File: config.mk
export PLATFORM = sky130hd
export DESIGN_NAME = difftest_commit_sched_flat
export DESIGN_NICKNAME = d
export VERILOG_FILES = /design/src/rtl/difftest_commit_sched_if.sv /design/src/rtl/difftest_commit_sched.sv /design/src/flat_wrapper.sv
export SDC_FILE = /design/constraint.sdc
export NUM_CORES = 1
export LEC_CHECK = 0
export CAP_MARGIN = 0
export CORE_MARGIN = 5
export CORE_UTILIZATION = 47
export DETAILED_ROUTE_END_ITERATION = 8
export GPL_TIMING_DRIVEN = 0
export HOLD_SLACK_MARGIN = 0.08
export PLACE_DENSITY_LB_ADDON = 0.08
export SYNTH_ARGS = -nofsm -noshare
export SYNTH_HDL_FRONTEND = slang
export SYNTH_SLANG_ARGS = --single-unit
File: constraint.sdc
create_clock -name clk -period 9.7 [get_ports clk]
set_input_delay 2.425 -clock clk [delete_from_list [all_inputs] [get_ports clk]]
set_output_delay 2.425 -clock clk [all_outputs]
set_load 0.01 [all_outputs]
File: src/rtl/difftest_commit_sched_if.sv
// Commit-group and trace-record bundle for the difftest commit scheduler.
// Watchdog port present only when DIFFTEST_SCHED_WATCHDOG_EN is defined.
interface difftest_commit_sched_if #(
  parameter int CONFIG_DW            = 64,
  parameter int CONFIG_P_ISSUE_WIDTH = 1,
  parameter int CONFIG_PC_W          = 30,
  parameter int CONFIG_REG_AW        = 5,
  parameter int CONFIG_INSN_DW       = 32
);
  localparam int IW = 1 << CONFIG_P_ISSUE_WIDTH;

  logic [IW-1:0]                cmt_valid;
  logic [CONFIG_PC_W*IW-1:0]    cmt_pc;
  logic [CONFIG_INSN_DW*IW-1:0] cmt_ins;
  logic [IW-1:0]                cmt_we;
  logic [CONFIG_REG_AW*IW-1:0]  cmt_waddr;
  logic [CONFIG_DW*IW-1:0]      cmt_wdat;
  logic                         cmt_excp;
  logic [31:0]                  cmt_excp_vect;
  logic                         cmt_ready;
  logic                         stall_req;

  logic                            out_valid;
  logic                            out_ready;
  logic [CONFIG_P_ISSUE_WIDTH-1:0] out_lane;
  logic                            out_insn_vld;
  logic [CONFIG_PC_W-1:0]          out_pc;
  logic [CONFIG_INSN_DW-1:0]       out_ins;
  logic                            out_we;
  logic [CONFIG_REG_AW-1:0]        out_waddr;
  logic [CONFIG_DW-1:0]            out_wdat;
  logic                            out_excp;
  logic [31:0]                     out_excp_vect;
  logic [31:0]                     out_seq;
  logic                            overflow;
`ifdef DIFFTEST_SCHED_WATCHDOG_EN
  logic                            wdog_err;
`endif

`ifdef DIFFTEST_SCHED_WATCHDOG_EN
  modport master (
    output cmt_valid, cmt_pc, cmt_ins, cmt_we, cmt_waddr, cmt_wdat,
    output cmt_excp, cmt_excp_vect, out_ready,
    input  cmt_ready, stall_req, out_valid, out_lane, out_insn_vld,
    input  out_pc, out_ins, out_we, out_waddr, out_wdat,
    input  out_excp, out_excp_vect, out_seq, overflow, wdog_err
  );
  modport slave (
    input  cmt_valid, cmt_pc, cmt_ins, cmt_we, cmt_waddr, cmt_wdat,
    input  cmt_excp, cmt_excp_vect, out_ready,
    output cmt_ready, stall_req, out_valid, out_lane, out_insn_vld,
    output out_pc, out_ins, out_we, out_waddr, out_wdat,
    output out_excp, out_excp_vect, out_seq, overflow, wdog_err
  );
`else
  modport master (
    output cmt_valid, cmt_pc, cmt_ins, cmt_we, cmt_waddr, cmt_wdat,
    output cmt_excp, cmt_excp_vect, out_ready,
    input  cmt_ready, stall_req, out_valid, out_lane, out_insn_vld,
    input  out_pc, out_ins, out_we, out_waddr, out_wdat,
    input  out_excp, out_excp_vect, out_seq, overflow
  );
  modport slave (
    input  cmt_valid, cmt_pc, cmt_ins, cmt_we, cmt_waddr, cmt_wdat,
    input  cmt_excp, cmt_excp_vect, out_ready,
    output cmt_ready, stall_req, out_valid, out_lane, out_insn_vld,
    output out_pc, out_ins, out_we, out_waddr, out_wdat,
    output out_excp, out_excp_vect, out_seq, overflow
  );
`endif
endinterface

File: src/rtl/difftest_commit_sched.sv
// Commit-trace scheduler: buffers commit groups, emits one record per cycle.
// Optional DIFFTEST_SCHED_WATCHDOG_EN adds a sticky stalled-sink watchdog.
module difftest_commit_sched #(
  parameter int CONFIG_DW            = 64,
  parameter int CONFIG_P_ISSUE_WIDTH = 1,
  parameter int CONFIG_PC_W          = 30,
  parameter int CONFIG_REG_AW        = 5,
  parameter int CONFIG_INSN_DW       = 32,
  parameter int CONFIG_P_DEPTH       = 2
) (
  input logic                    clk,
  input logic                    rst_n,
  difftest_commit_sched_if.slave bus
);
  localparam int IW    = 1 << CONFIG_P_ISSUE_WIDTH;
  localparam int DEPTH = 1 << CONFIG_P_DEPTH;
  localparam int PW    = CONFIG_P_DEPTH + 1;
  localparam int LW    = CONFIG_P_ISSUE_WIDTH;
  localparam int DP    = CONFIG_P_DEPTH;

  typedef enum logic {IDLE, EMIT} state_t;

  logic [IW-1:0]                valid_q [DEPTH];
  logic [CONFIG_PC_W*IW-1:0]    pc_q    [DEPTH];
  logic [CONFIG_INSN_DW*IW-1:0] ins_q   [DEPTH];
  logic [IW-1:0]                we_q    [DEPTH];
  logic [CONFIG_REG_AW*IW-1:0]  waddr_q [DEPTH];
  logic [CONFIG_DW*IW-1:0]      wdat_q  [DEPTH];
  logic                         excp_q  [DEPTH];
  logic [31:0]                  vect_q  [DEPTH];

  logic [PW-1:0] wptr, rptr, count;
  state_t        state;
  logic [IW-1:0] mask;
  logic [31:0]   seq;
  logic          ovf;

  logic [DP-1:0] head, head_nx;
  logic          ready, attempt, push;
  logic          vld, fire, last, pop;
  logic [IW-1:0] lowbit;
  logic [LW-1:0] lane;

  assign head    = rptr[DP-1:0];
  assign head_nx = head + DP'(1);
  assign ready   = (count != PW'(DEPTH));
  assign attempt = (|bus.cmt_valid) | bus.cmt_excp;
  assign push    = attempt & ready;
  assign vld     = (state == EMIT);
  assign fire    = vld & bus.out_ready;
  assign lowbit  = mask & (~mask + IW'(1));
  assign last    = ~|(mask & (mask - IW'(1)));
  assign pop     = fire & last;

  assign bus.cmt_ready = ready;
  assign bus.stall_req = ~ready;
  assign bus.out_valid = vld;
  assign bus.out_seq   = seq;
  assign bus.overflow  = ovf;

  // Lowest remaining lane of the head group is the one on the wire.
  always_comb begin
    lane = '0;
    for (int i = IW - 1; i >= 0; i--) begin
      if (mask[i]) lane = LW'(i);
    end
  end

  // Record fields from the head entry; zero whenever nothing is offered.
  always_comb begin
    bus.out_lane      = '0;
    bus.out_insn_vld  = 1'b0;
    bus.out_pc        = '0;
    bus.out_ins       = '0;
    bus.out_we        = 1'b0;
    bus.out_waddr     = '0;
    bus.out_wdat      = '0;
    bus.out_excp      = 1'b0;
    bus.out_excp_vect = '0;
    if (vld) begin
      bus.out_lane     = lane;
      bus.out_insn_vld = |mask;
      bus.out_excp     = excp_q[head] & last;
      if (excp_q[head] & last) bus.out_excp_vect = vect_q[head];
      for (int i = 0; i < IW; i++) begin
        if (|mask && lane == LW'(i)) begin
          bus.out_pc    = pc_q[head][i*CONFIG_PC_W +: CONFIG_PC_W];
          bus.out_ins   = ins_q[head][i*CONFIG_INSN_DW +: CONFIG_INSN_DW];
          bus.out_we    = we_q[head][i];
          bus.out_waddr = waddr_q[head][i*CONFIG_REG_AW +: CONFIG_REG_AW];
          bus.out_wdat  = wdat_q[head][i*CONFIG_DW +: CONFIG_DW];
        end
      end
    end
  end

  // Group storage; contents are only meaningful between push and pop.
  always_ff @(posedge clk) begin
    if (push) begin
      valid_q[wptr[DP-1:0]] <= bus.cmt_valid;
      pc_q[wptr[DP-1:0]]    <= bus.cmt_pc;
      ins_q[wptr[DP-1:0]]   <= bus.cmt_ins;
      we_q[wptr[DP-1:0]]    <= bus.cmt_we;
      waddr_q[wptr[DP-1:0]] <= bus.cmt_waddr;
      wdat_q[wptr[DP-1:0]]  <= bus.cmt_wdat;
      excp_q[wptr[DP-1:0]]  <= bus.cmt_excp;
      vect_q[wptr[DP-1:0]]  <= bus.cmt_excp_vect;
    end
  end

  // FIFO bookkeeping and the serializer walking lanes of the head group.
  always_ff @(posedge clk) begin
    if (!rst_n) begin
      wptr  <= '0;
      rptr  <= '0;
      count <= '0;
      state <= IDLE;
      mask  <= '0;
      seq   <= '0;
      ovf   <= 1'b0;
    end else begin
      if (attempt & ~ready) ovf <= 1'b1;
      if (push) wptr <= wptr + PW'(1);
      if (pop) rptr <= rptr + PW'(1);
      count <= count + PW'(push) - PW'(pop);
      if (fire) seq <= seq + 32'd1;
      unique case (state)
        IDLE: begin
          if (count != '0) begin
            state <= EMIT;
            mask  <= valid_q[head];
          end else if (push) begin
            state <= EMIT;
            mask  <= bus.cmt_valid;
          end
        end
        EMIT: begin
          if (pop) begin
            if (count > PW'(1)) begin
              mask <= valid_q[head_nx];
            end else if (push) begin
              mask <= bus.cmt_valid;
            end else begin
              state <= IDLE;
              mask  <= '0;
            end
          end else if (fire) begin
            mask <= mask & ~lowbit;
          end
        end
        default: state <= IDLE;
      endcase
    end
  end

`ifdef DIFFTEST_SCHED_WATCHDOG_EN
  logic [15:0] wcnt;
  logic        wdog;

  assign bus.wdog_err = wdog;

  // Count consecutive refused cycles; latch an error once the count tops out.
  always_ff @(posedge clk) begin
    if (!rst_n) begin
      wcnt <= '0;
      wdog <= 1'b0;
    end else begin
      if (fire) begin
        wcnt <= '0;
      end else if (vld & ~bus.out_ready & (wcnt != 16'hFFFF)) begin
        wcnt <= wcnt + 16'd1;
      end
      if (wcnt == 16'hFFFF) wdog <= 1'b1;
    end
  end
`endif

endmodule

File: src/flat_wrapper.sv
// flat-port wrapper written by rule: the top's interface ports become plain ports
module difftest_commit_sched_flat 
#(
  parameter int CONFIG_DW            = 64,
  parameter int CONFIG_P_ISSUE_WIDTH = 1,
  parameter int CONFIG_PC_W          = 30,
  parameter int CONFIG_REG_AW        = 5,
  parameter int CONFIG_INSN_DW       = 32,
  parameter int CONFIG_P_DEPTH       = 2
)
  (clk, rst_n, bus_cmt_valid, bus_cmt_pc, bus_cmt_ins, bus_cmt_we, bus_cmt_waddr, bus_cmt_wdat, bus_cmt_excp, bus_cmt_excp_vect, bus_out_ready, bus_cmt_ready, bus_stall_req, bus_out_valid, bus_out_lane, bus_out_insn_vld, bus_out_pc, bus_out_ins, bus_out_we, bus_out_waddr, bus_out_wdat, bus_out_excp, bus_out_excp_vect, bus_out_seq, bus_overflow);
  difftest_commit_sched_if #(.CONFIG_DW(CONFIG_DW), .CONFIG_P_ISSUE_WIDTH(CONFIG_P_ISSUE_WIDTH), .CONFIG_PC_W(CONFIG_PC_W), .CONFIG_REG_AW(CONFIG_REG_AW), .CONFIG_INSN_DW(CONFIG_INSN_DW)) bus_i ();
  input logic clk;
  input logic rst_n;
  input wire logic [$bits(bus_i.cmt_valid)-1:0] bus_cmt_valid;
  input wire logic [$bits(bus_i.cmt_pc)-1:0] bus_cmt_pc;
  input wire logic [$bits(bus_i.cmt_ins)-1:0] bus_cmt_ins;
  input wire logic [$bits(bus_i.cmt_we)-1:0] bus_cmt_we;
  input wire logic [$bits(bus_i.cmt_waddr)-1:0] bus_cmt_waddr;
  input wire logic [$bits(bus_i.cmt_wdat)-1:0] bus_cmt_wdat;
  input wire logic [$bits(bus_i.cmt_excp)-1:0] bus_cmt_excp;
  input wire logic [$bits(bus_i.cmt_excp_vect)-1:0] bus_cmt_excp_vect;
  input wire logic [$bits(bus_i.out_ready)-1:0] bus_out_ready;
  output wire logic [$bits(bus_i.cmt_ready)-1:0] bus_cmt_ready;
  output wire logic [$bits(bus_i.stall_req)-1:0] bus_stall_req;
  output wire logic [$bits(bus_i.out_valid)-1:0] bus_out_valid;
  output wire logic [$bits(bus_i.out_lane)-1:0] bus_out_lane;
  output wire logic [$bits(bus_i.out_insn_vld)-1:0] bus_out_insn_vld;
  output wire logic [$bits(bus_i.out_pc)-1:0] bus_out_pc;
  output wire logic [$bits(bus_i.out_ins)-1:0] bus_out_ins;
  output wire logic [$bits(bus_i.out_we)-1:0] bus_out_we;
  output wire logic [$bits(bus_i.out_waddr)-1:0] bus_out_waddr;
  output wire logic [$bits(bus_i.out_wdat)-1:0] bus_out_wdat;
  output wire logic [$bits(bus_i.out_excp)-1:0] bus_out_excp;
  output wire logic [$bits(bus_i.out_excp_vect)-1:0] bus_out_excp_vect;
  output wire logic [$bits(bus_i.out_seq)-1:0] bus_out_seq;
  output wire logic [$bits(bus_i.overflow)-1:0] bus_overflow;
  assign bus_i.cmt_valid = bus_cmt_valid;
  assign bus_i.cmt_pc = bus_cmt_pc;
  assign bus_i.cmt_ins = bus_cmt_ins;
  assign bus_i.cmt_we = bus_cmt_we;
  assign bus_i.cmt_waddr = bus_cmt_waddr;
  assign bus_i.cmt_wdat = bus_cmt_wdat;
  assign bus_i.cmt_excp = bus_cmt_excp;
  assign bus_i.cmt_excp_vect = bus_cmt_excp_vect;
  assign bus_i.out_ready = bus_out_ready;
  assign bus_cmt_ready = bus_i.cmt_ready;
  assign bus_stall_req = bus_i.stall_req;
  assign bus_out_valid = bus_i.out_valid;
  assign bus_out_lane = bus_i.out_lane;
  assign bus_out_insn_vld = bus_i.out_insn_vld;
  assign bus_out_pc = bus_i.out_pc;
  assign bus_out_ins = bus_i.out_ins;
  assign bus_out_we = bus_i.out_we;
  assign bus_out_waddr = bus_i.out_waddr;
  assign bus_out_wdat = bus_i.out_wdat;
  assign bus_out_excp = bus_i.out_excp;
  assign bus_out_excp_vect = bus_i.out_excp_vect;
  assign bus_out_seq = bus_i.out_seq;
  assign bus_overflow = bus_i.overflow;
  difftest_commit_sched #(.CONFIG_DW(CONFIG_DW), .CONFIG_P_ISSUE_WIDTH(CONFIG_P_ISSUE_WIDTH), .CONFIG_PC_W(CONFIG_PC_W), .CONFIG_REG_AW(CONFIG_REG_AW), .CONFIG_INSN_DW(CONFIG_INSN_DW), .CONFIG_P_DEPTH(CONFIG_P_DEPTH)) u_core (.clk(clk), .rst_n(rst_n), .bus(bus_i));
endmodule
# After elaboration in Yosys (flattened, before gate mapping)
# Memories as Yosys holds them, arrays and structs flattened. A register that Yosys moved wholly into a read port is not among the register bits.
# Cells that the tools add are included.
# op_classes
n_addsub	8
mul	0
div_mod_pow	0
n_lt_le_gt_ge	1
eq_ne	3
shifts	0
mux	51
n_bitwise	14
reduce_logical	8
# ops
cell	n
$mux 64	3
$mux 32	5
$mux 30	3
$mux 2	22
$add 32x1->32 const B	1
$mux 5	3
$mux 1	13
$add 3x1->3 const B	2
$and 2x2->2	3
$ne 3x3->1 const B	2
$reduce_or 2->1	3
$and 1x1->1	5
$add 2x1->2 const B	2
$not 2->2	2
$pmux 2 s2	1
$add 3x1->3	1
$gt 3x1->1 const B	1
$ne 3x1->1 const B	1
$not 1->1	3
$reduce_bool 3->1	1
$sub 3x1->3	1
$logic_and 1x1->1	2
$pmux 1 s2	1
$reduce_and 2->1	1
3 further kinds	3
# word_totals
ff_bits	45
latch_bits	0
mem_bits_rw	1196
mem_bits_ro	0
in_bits	302
out_inout_bits	203
elab_cells	100
memories	8
# memory_table
name	depth	word_bits	rd	rd_clocked_by_memory_dff	write_ports	line_no	rtl
u_core.wdat_q	4	128	1	1	1	difftest_commit_sched.sv:28	logic [CONFIG_DW*IW-1:0] wdat_q [DEPTH];
u_core.ins_q	4	64	1	1	1	difftest_commit_sched.sv:25	logic [CONFIG_INSN_DW*IW-1:0] ins_q [DEPTH];
u_core.pc_q	4	60	1	1	1	difftest_commit_sched.sv:24	logic [CONFIG_PC_W*IW-1:0] pc_q [DEPTH];
u_core.vect_q	4	32	1	1	1	difftest_commit_sched.sv:30	logic [31:0] vect_q [DEPTH];
u_core.waddr_q	4	10	1	1	1	difftest_commit_sched.sv:27	logic [CONFIG_REG_AW*IW-1:0] waddr_q [DEPTH];
u_core.valid_q	4	2	2	1	1	difftest_commit_sched.sv:23	logic [IW-1:0] valid_q [DEPTH];
+2 memories	--	--	--	--	--	--	

# Depth between registers and ports, before layout
# Gate-level depths: netlist (run 1).
# logic_depth
ltp_word	8
mapped_depth	9
mapped_depth_nobuf	8

# Worst setup path before layout (run 1)
# OpenSTA, ideal clock, no wires.
# synth_path
kind	input port to flip-flop
startpoint	in bus_cmt_valid[1]
endpoint	mem u_core.excp_q[0], enable pin
setup_time_ns	0.701
arrival_ns	9.419
t_required_ns	8.999
setup_slack_ns	-0.420
path_stages	2
path_buffers	0
path_cell_list	or3_1 -> and3_1
# synth_via
elab_chain_len	5
# synth_lines
element	line_no	rtl
start: declaration	flat_wrapper.sv:15	input wire logic [$bits(bus_i.cmt_valid)-1:0] bus_cmt_valid;
$reduce_or 2->1	difftest_commit_sched.sv:47	assign attempt = (|bus.cmt_valid) | bus.cmt_excp;
$or 1x1->1	difftest_commit_sched.sv:47	
$and 1x1->1	difftest_commit_sched.sv:48	assign push = attempt & ready;
$mux 1	difftest_commit_sched.sv:99	if (push) begin
$mux 1 (implied by the code)	difftest_commit_sched.sv:106	excp_q[wptr[DP-1:0]] <= bus.cmt_excp;
end: declaration	difftest_commit_sched.sv:29	logic excp_q [DEPTH];
# No other way between the ends.

# Worst setup path after layout (run 1)
# layout_path
startpoint	reg u_core.mask[1]
endpoint	out bus_out_ins[29]
# layout_via
elab_chain_len	7
word_cells_on_any_way	9
cone_classes	5 x mux; 1 x bitwise; 3 x reduce/logical
# layout_lines
element	line_no	rtl
start: declaration	difftest_commit_sched.sv:34	logic [IW-1:0] mask;
start signal: assignment	difftest_commit_sched.sv:131	mask <= valid_q[head];
start signal: assignment	difftest_commit_sched.sv:134	mask <= bus.cmt_valid;
start signal: assignment	difftest_commit_sched.sv:140	mask <= valid_q[head_nx];
$mux 1 (2 in a row)	difftest_commit_sched.sv:65	if (mask[i]) lane = LW'(i);
$not 1->1	difftest_commit_sched.sv:86	if (|mask && lane == LW'(i)) begin
$logic_and 1x1->1	difftest_commit_sched.sv:86	
$mux 32	difftest_commit_sched.sv:86	
$mux 32 *	difftest_commit_sched.sv:86	
$mux 32 *	difftest_commit_sched.sv:80	if (vld) begin
end: declaration	flat_wrapper.sv:30	output wire logic [$bits(bus_i.out_ins)-1:0] bus_out_ins;
# Mark *: on every way between the ends. The rest lies on a longest branch, timed or not.

==> results of run 1 <==
-- layout make-up --
| class | count | area [µm²] |
|---|---|---|
| Tap cell | 1298 | 1620 |
| Timing Repair Buffer | 528 | 5700 |
| Buffer | 123 | 532 |
| Inverter | 14 | 52.6 |
| Fill cell | 7384 | 41200 |
| Antenna cell | 17 | 42.5 |
| Multi-Input combinational cell | 789 | 10100 |
| Sequential cell | 1241 | 36800 |
| Clock buffer | 168 | 3540 |
| Clock inverter | 72 | 606 |
-- sequential cells by signal, summed over array words and instances (netlist names), named ones only --
register	count
u_core.wdat_q	512
u_core.ins_q	256
u_core.pc_q	240
u_core.vect_q	128
u_core.waddr_q	40
u_core.bus.out_seq	32
u_core.valid_q	8
u_core.we_q	8
u_core.excp_q	4
u_core.count	3
u_core.mask	2
u_core.rptr	2
u_core.wptr	2
u_core.bus.out_valid	1
u_core.bus.overflow	1
-- cells in the final DEF (no fill, tap or decap), types with 11 or more instances in the layout --
cell / instances
a21oi_1: 12
clkbuf_1: 105
clkinv_1: 25
nand2_1: 22
xor2_1: 17
clkinv_2: 25
nand3_1: 11
clkbuf_16: 137
dfxtp_1: 45
nor2_1: 36
clkdlybuf4s50_1: 504
nor2b_1: 165
buf_16: 23
buf_2: 33
edfxtp_1: 1196
diode_2: 17
a22oi_1: 132
mux4_2: 301
inv_1: 14
-- logic make-up after synthesis --
| logic type | Yosys count | synth area share [%] |
|---|---|---|
| buf+inv | 137 | 1.23 |
| xor+xnor | 24 | 0.443 |
| fa+ha+maj | 9 | 0.253 |
| flops | 1241 | 77.6 |
| compound gates | 163 | 2.47 |
| mux | 304 | 14.4 |
| simple gates | 289 | 3.63 |
-- per-stage QoR --
| stage | setup slack, ns | area (µm²) | utilization (%) | setup TNS [ns] |
|---|---|---|---|---|
| 2_1_floorplan | 3.02 | 47400 | - | 0 |
| 3_3_place_gp | -0.875 | 54100 | 54.0 | -946.95 |
| 3_5_place_dp | 3.39 | 54800 | 54.7 | 0 |
| 4_1_cts | 2.56 | 58900 | 58.8 | 0 |
| 5_1_grt | 2.46 | 58900 | 58.8 | 0 |
| 6_report | 2.71 | 59000 | 58.9 | 0 |
-- per-layer routing --
layer	wire length [µm]	track usage (%)	part of all wire (%)	up-vias
met1	44000	26.6	39	12400
met5	217	0	0.19	-
met2	57100	35.0	50	732
met3	9370	6.76	8.3	181
li1	-	-	-	10400
met4	2570	5.92	2.3	32
-- worst max-delay path: stages (launching register included) --
cell	delay [ns]
dfxtp_1	0.41
nor2b_1	0.15
clkbuf_1	0.49
clkbuf_1	1.02
clkbuf_1	0.64
a22oi_1	0.17
nor2b_1	0.24
clkdlybuf4s50_1	0.68
-- where the power goes --
part / leakage, nW / internal (W) / total (W) / switching [W]
Sequential: 11.5 / 0.00741 / 0.00767 / 0.000259
Clock: 2.03 / 0.00274 / 0.00479 / 0.00204
Combinational: 4.98 / 0.00145 / 0.00332 / 0.00187
Total: 18.5 / 0.0116 / 0.0158 / 0.00417
-- path summary, 6_finish.rpt --
kind | start | end | slack [ns] | cells after the start
max | u_core.mask[1] | bus_out_ins[29] | 2.71 | 7
min | u_core.bus.out_seq[23] | u_core.bus.out_seq[23] | 0.49 | 2
max reg2reg | u_core.count[1] | u_core.vect_q[3][4] | 6.92 | 5
min reg2reg | u_core.bus.out_seq[23] | u_core.bus.out_seq[23] | 0.49 | 2
==> impl_metrics.json, run 1 <==
{
  "status": "complete, no violations",
  "numClockSinks": 1241,
  "synth_cells": 2167,
  "clock.fmax_ghz": 0.143,
  "power_leakage_nw": 18.5,
  "grt_pass1_wl_um": 166000,
  "portBuffers": 504,
  "rsz0062_at_grt": "no",
  "drt.antenna.violating_nets": 0,
  "endpoint_kind": "output port",
  "cts_tree": "built",
  "track_usage_pct": 20.9,
  "synth_top_area_cell": "edfxtp_1",
  "ys_ff_latch": 1241,
  "fp-row-count": 116,
  "synth-edff-count": 1196,
  "post-route-period-util_pct": 72.0,
  "syn_avg_cell_area_um2": 21.9,
  "vdd_drop_max_mv": 0.220,
  "yosysMostFrequentCell": "edfxtp_1",
  "cts-resized-gates": 0,
  "htreeDepth": 4,
  "num_vias": 23700,
  "io_pins": 505,
  "cts_setup_buffers": 0,
  "layout-drive-gt1-share_pct": 19.3,
  "drcViolationCount": 0,
  "grt_max_degree": 55,
  "cts.path.max_buffers": 3,
  "clkTransAtPathRegs_ns": 0.05,
  "yosysUniqueCellTypes": 45,
  "drv_cap": 0,
  "p_total_w": 0.0158,
  "drt_wl_total_um": 113000,
  "grt_pass1_vias": 25300,
  "cts_buffers": 135,
  "synth_area_um2": 47400,
  "synth_nets": 2478,
  "final-setup-viol-count": 0,
  "cp_max_fo": 10,
  "synth.cells.most_frequent": "edfxtp_1, mux4_2, nor2b_1",
  "area_growth_pct": 24.3,
  "start_util_pct": 47.4,
  "ys_warn_count": 0,
  "synthTopCellsByArea": "edfxtp_1, mux4_2, nor2b_1",
  "holdBufCountCts": 0,
  "dr.pass1.iters": 5,
  "gp_congestion": 0.800,
  "cp_data_arrival_time_ns": 4.56,
  "async_flop_share_pct": 0,
  "cts-root-buf": "clkbuf_16",
  "synthFlopType": "edfxtp_1",
  "nets": 3143,
  "design.core.area_um2": 100000,
  "hold_ws_ns": 0.495,
  "hp-class": "reg2reg",
  "fin_skew_ns": 0.0221,
  "crit_type": "reg2out",
  "powerDensity_nw_per_um2": 268,
  "hold_viol_final": 0,
  "die_h_um": 328,
  "die_w_um": 328,
  "maxSlewViolCount": 0,
  "synth_seq_area_share_pct": 77.6,
  "final_cells": 4250,
  "vias_per_cell": 5.59,
  "synth_top_area_share_pct": 75.7,
  "dp_hpwl_um": 73500,
  "start_kind": "register",
  "grt-ovfl-total": 0,
  "max_slew_margin_pct": 2.61,
  "worst_pin_slew_ns": 1.46,
  "dieArea_um2": 107000,
  "drt-initial-drc-count": 1621,
  "period_needed_ns": 6.99,
  "antenna_found_initial": 38,
  "required_ns": 7.28,
  "wire_per_inst_um": 26.6,
  "clk_latency_ns": 0.75,
  "placed_cells": 3993
}
Note: power is estimated with default switching activity, not from simulation.
==> inputs of run 2 (changes only) <==
==> constraint.sdc (replaced) <==
create_clock -name clk -period 6.4 [get_ports clk]
set_input_delay 1.6 -clock clk [delete_from_list [all_inputs] [get_ports clk]]
set_output_delay 1.6 -clock clk [all_outputs]
set_load 0.01 [all_outputs]
==> impl_metrics.json, run 2 (same netlist as run 1, synthesis figures left out) <==
{
  "fin_skew_ns": 0.0225,
  "placed_cells": 3993,
  "multi_input_area_um2": 10100,
  "power_leakage_nw": 18.5,
  "powerDensity_nw_per_um2": 405,
  "regArea_um2": 36800,
  "placed_area_um2": 54800,
  "largest_reg_flops": 512,
  "dr.pass1.iters": 5,
  "crit_type": "reg2out",
  "fp-row-count": 116,
  "antenna_found_initial": 38,
  "drt_wl_total_um": 113000,
  "seqPwrFrac_pct": 48.6,
  "gp_congestion": 0.800,
  "hp-class": "reg2reg",
  "drt.antenna.violating_nets": 0,
  "n_fill_cell": 7386,
  "grt_pass1_vias": 25300,
  "maxSlewViolCount": 0,
  "vdd_drop_max_mv": 0.332,
  "cts_setup_buffers": 0,
  "status": "complete, no violations",
  "num_vias": 23800,
  "die_w_um": 328,
  "rsz0062_at_grt": "no",
  "cp_data_arrival_time_ns": 4.53,
  "ff2ff_path_depth": 5,
  "hp-start": "u_core.bus.out_seq[23]",
  "hold_ws_ns": 0.495,
  "p_sw_share_pct": 26.4,
  "cts-root-buf": "clkbuf_16",
  "hold_viol_final": 0,
  "design.core.area_um2": 100000,
  "hold_path_end": "u_core.bus.out_seq[23]",
  "reg2reg_slack_ns": 3.61,
  "tns_ns": 0,
  "cts_buffers": 135,
  "cp_max_fo": 10,
  "clock.fmax_ghz": 0.163,
  "numClockSinks": 1241,
  "power_frac_comb_pct": 21.1,
  "htreeDepth": 4,
  "die_h_um": 328,
  "start_util_pct": 47.4,
  "p_int_w": 0.0176,
  "worst_pin_slew_ns": 1.42,
  "layout_common_cells": "edfxtp_1, clkdlybuf4s50_1, mux4_2",
  "period_needed_ns": 6.13,
  "fin_util_pct": 58.9,
  "drcViolationCount": 0,
  "dieArea_um2": 107000,
  "max_slew_margin_pct": 5.05,
  "timing.rr.end": "u_core.vect_q[3][4]",
  "power_frac_clock_pct": 30.3,
  "wire_per_inst_um": 26.6,
  "layout_commonest_cell": "edfxtp_1",
  "layout-drive-gt1-share_pct": 19.3,
  "endpoint_kind": "output port",
  "grt_max_degree": 55,
  "start_kind": "register",
  "p_sw_w": 0.00632,
  "required_ns": 4.80,
  "hold_path_depth": 2,
  "portBuffers": 504,
  "drt-initial-drc-count": 1621,
  "io_pins": 505,
  "nets": 3143,
  "dp_hpwl_um": 73500,
  "post-route-period-util_pct": 95.8,
  "clk_latency_ns": 0.75,
  "vias_per_cell": 5.60,
  "timing.rr.start": "u_core.count[1]",
  "area_growth_pct": 24.3,
  "drv_cap": 0,
  "track_usage_pct": 20.9,
  "final_area_um2": 59000,
  "cts.path.max_buffers": 3,
  "grt-ovfl-total": 0,
  "clkTransAtPathRegs_ns": 0.05,
  "final_cells": 4249,
  "grt_pass1_wl_um": 166000,
  "cts_tree": "built",
  "final-setup-viol-count": 0
}
==> run 2: cell count changes in the layout (fill, tap and decap cells not counted), sizes merged <==
cell,delta
clkdlybuf4s15,+1
clkbuf,-1
diode,-1
==> run 2: power groups by stage <==
stage | Combinational [W] | Clock, W | Sequential [W]
final | 0.00504 | 0.00725 | 0.0116
after global routing | 0.00539 | 0.00778 | 0.0118
after CTS | 0.00516 | 0.00744 | 0.0116
after detailed placement | 0.00514 | 0 | 0.0118
after global placement | 0.00434 | 0 | 0.0121
after floorplan | 0.00279 | 0 | 0.0120
==> run 2: routing by layer <==
metal	up-vias	part of all wire (%)	GRT usage, %
met5	-	0.19	0
met4	32	2.3	5.92
met3	181	8.2	6.76
met2	740	50	35.0
met1	12400	39	26.6
li1	10400	-	-
==> run 2: area by class of cell <==
type,count,share of cell area (%)
diodes,16,0.0679
plain buffers,123,0.912
clock buffers,168,6.01
clock inverters,72,1.03
inverters,14,0.0891
multi-input cells,789,17.1
flip-flops and latches,1241,62.4
well taps,1298,2.75
repair buffers,528,9.66
==> run 2: worst max path at each step <==
stage | startpoint | endpoint
3_5_place_dp | u_core.mask[1] | bus_out_ins[29]
6_report | u_core.mask[1] | bus_out_ins[29]
4_1_cts | u_core.mask[1] | bus_out_ins[29]
2_1_floorplan | bus_cmt_valid[1] | u_core.excp_q[0]
3_3_place_gp | bus_cmt_valid[0] | u_core.ins_q[0][47]
5_1_grt | u_core.mask[1] | bus_out_ins[29]
==> run 2: what timing repair did <==
action	4_1_cts	5_1_grt
setup endpoints to repair	0	1
hold buffers	0	0
gates resized for setup	0	2
==> run 2: through the flow <==
step | total power [W] | worst slack, ns
finish | 0.0239 | 0.269
global route | 0.0249 | 0.0236
global placement | 0.0164 | -3.35
floorplan | 0.0148 | 0.546
CTS | 0.0242 | 0.0886
detailed placement | 0.0169 | 0.916
==> run 2: critical path, stage by stage (launching register included) <==
cell             delay, ns
dfxtp_1               0.41
nor2b_1               0.15
clkbuf_1              0.49
clkdlybuf4s15_1       0.99
clkbuf_1              0.64
a22oi_1               0.17
nor2b_1               0.24
clkdlybuf4s50_1       0.68
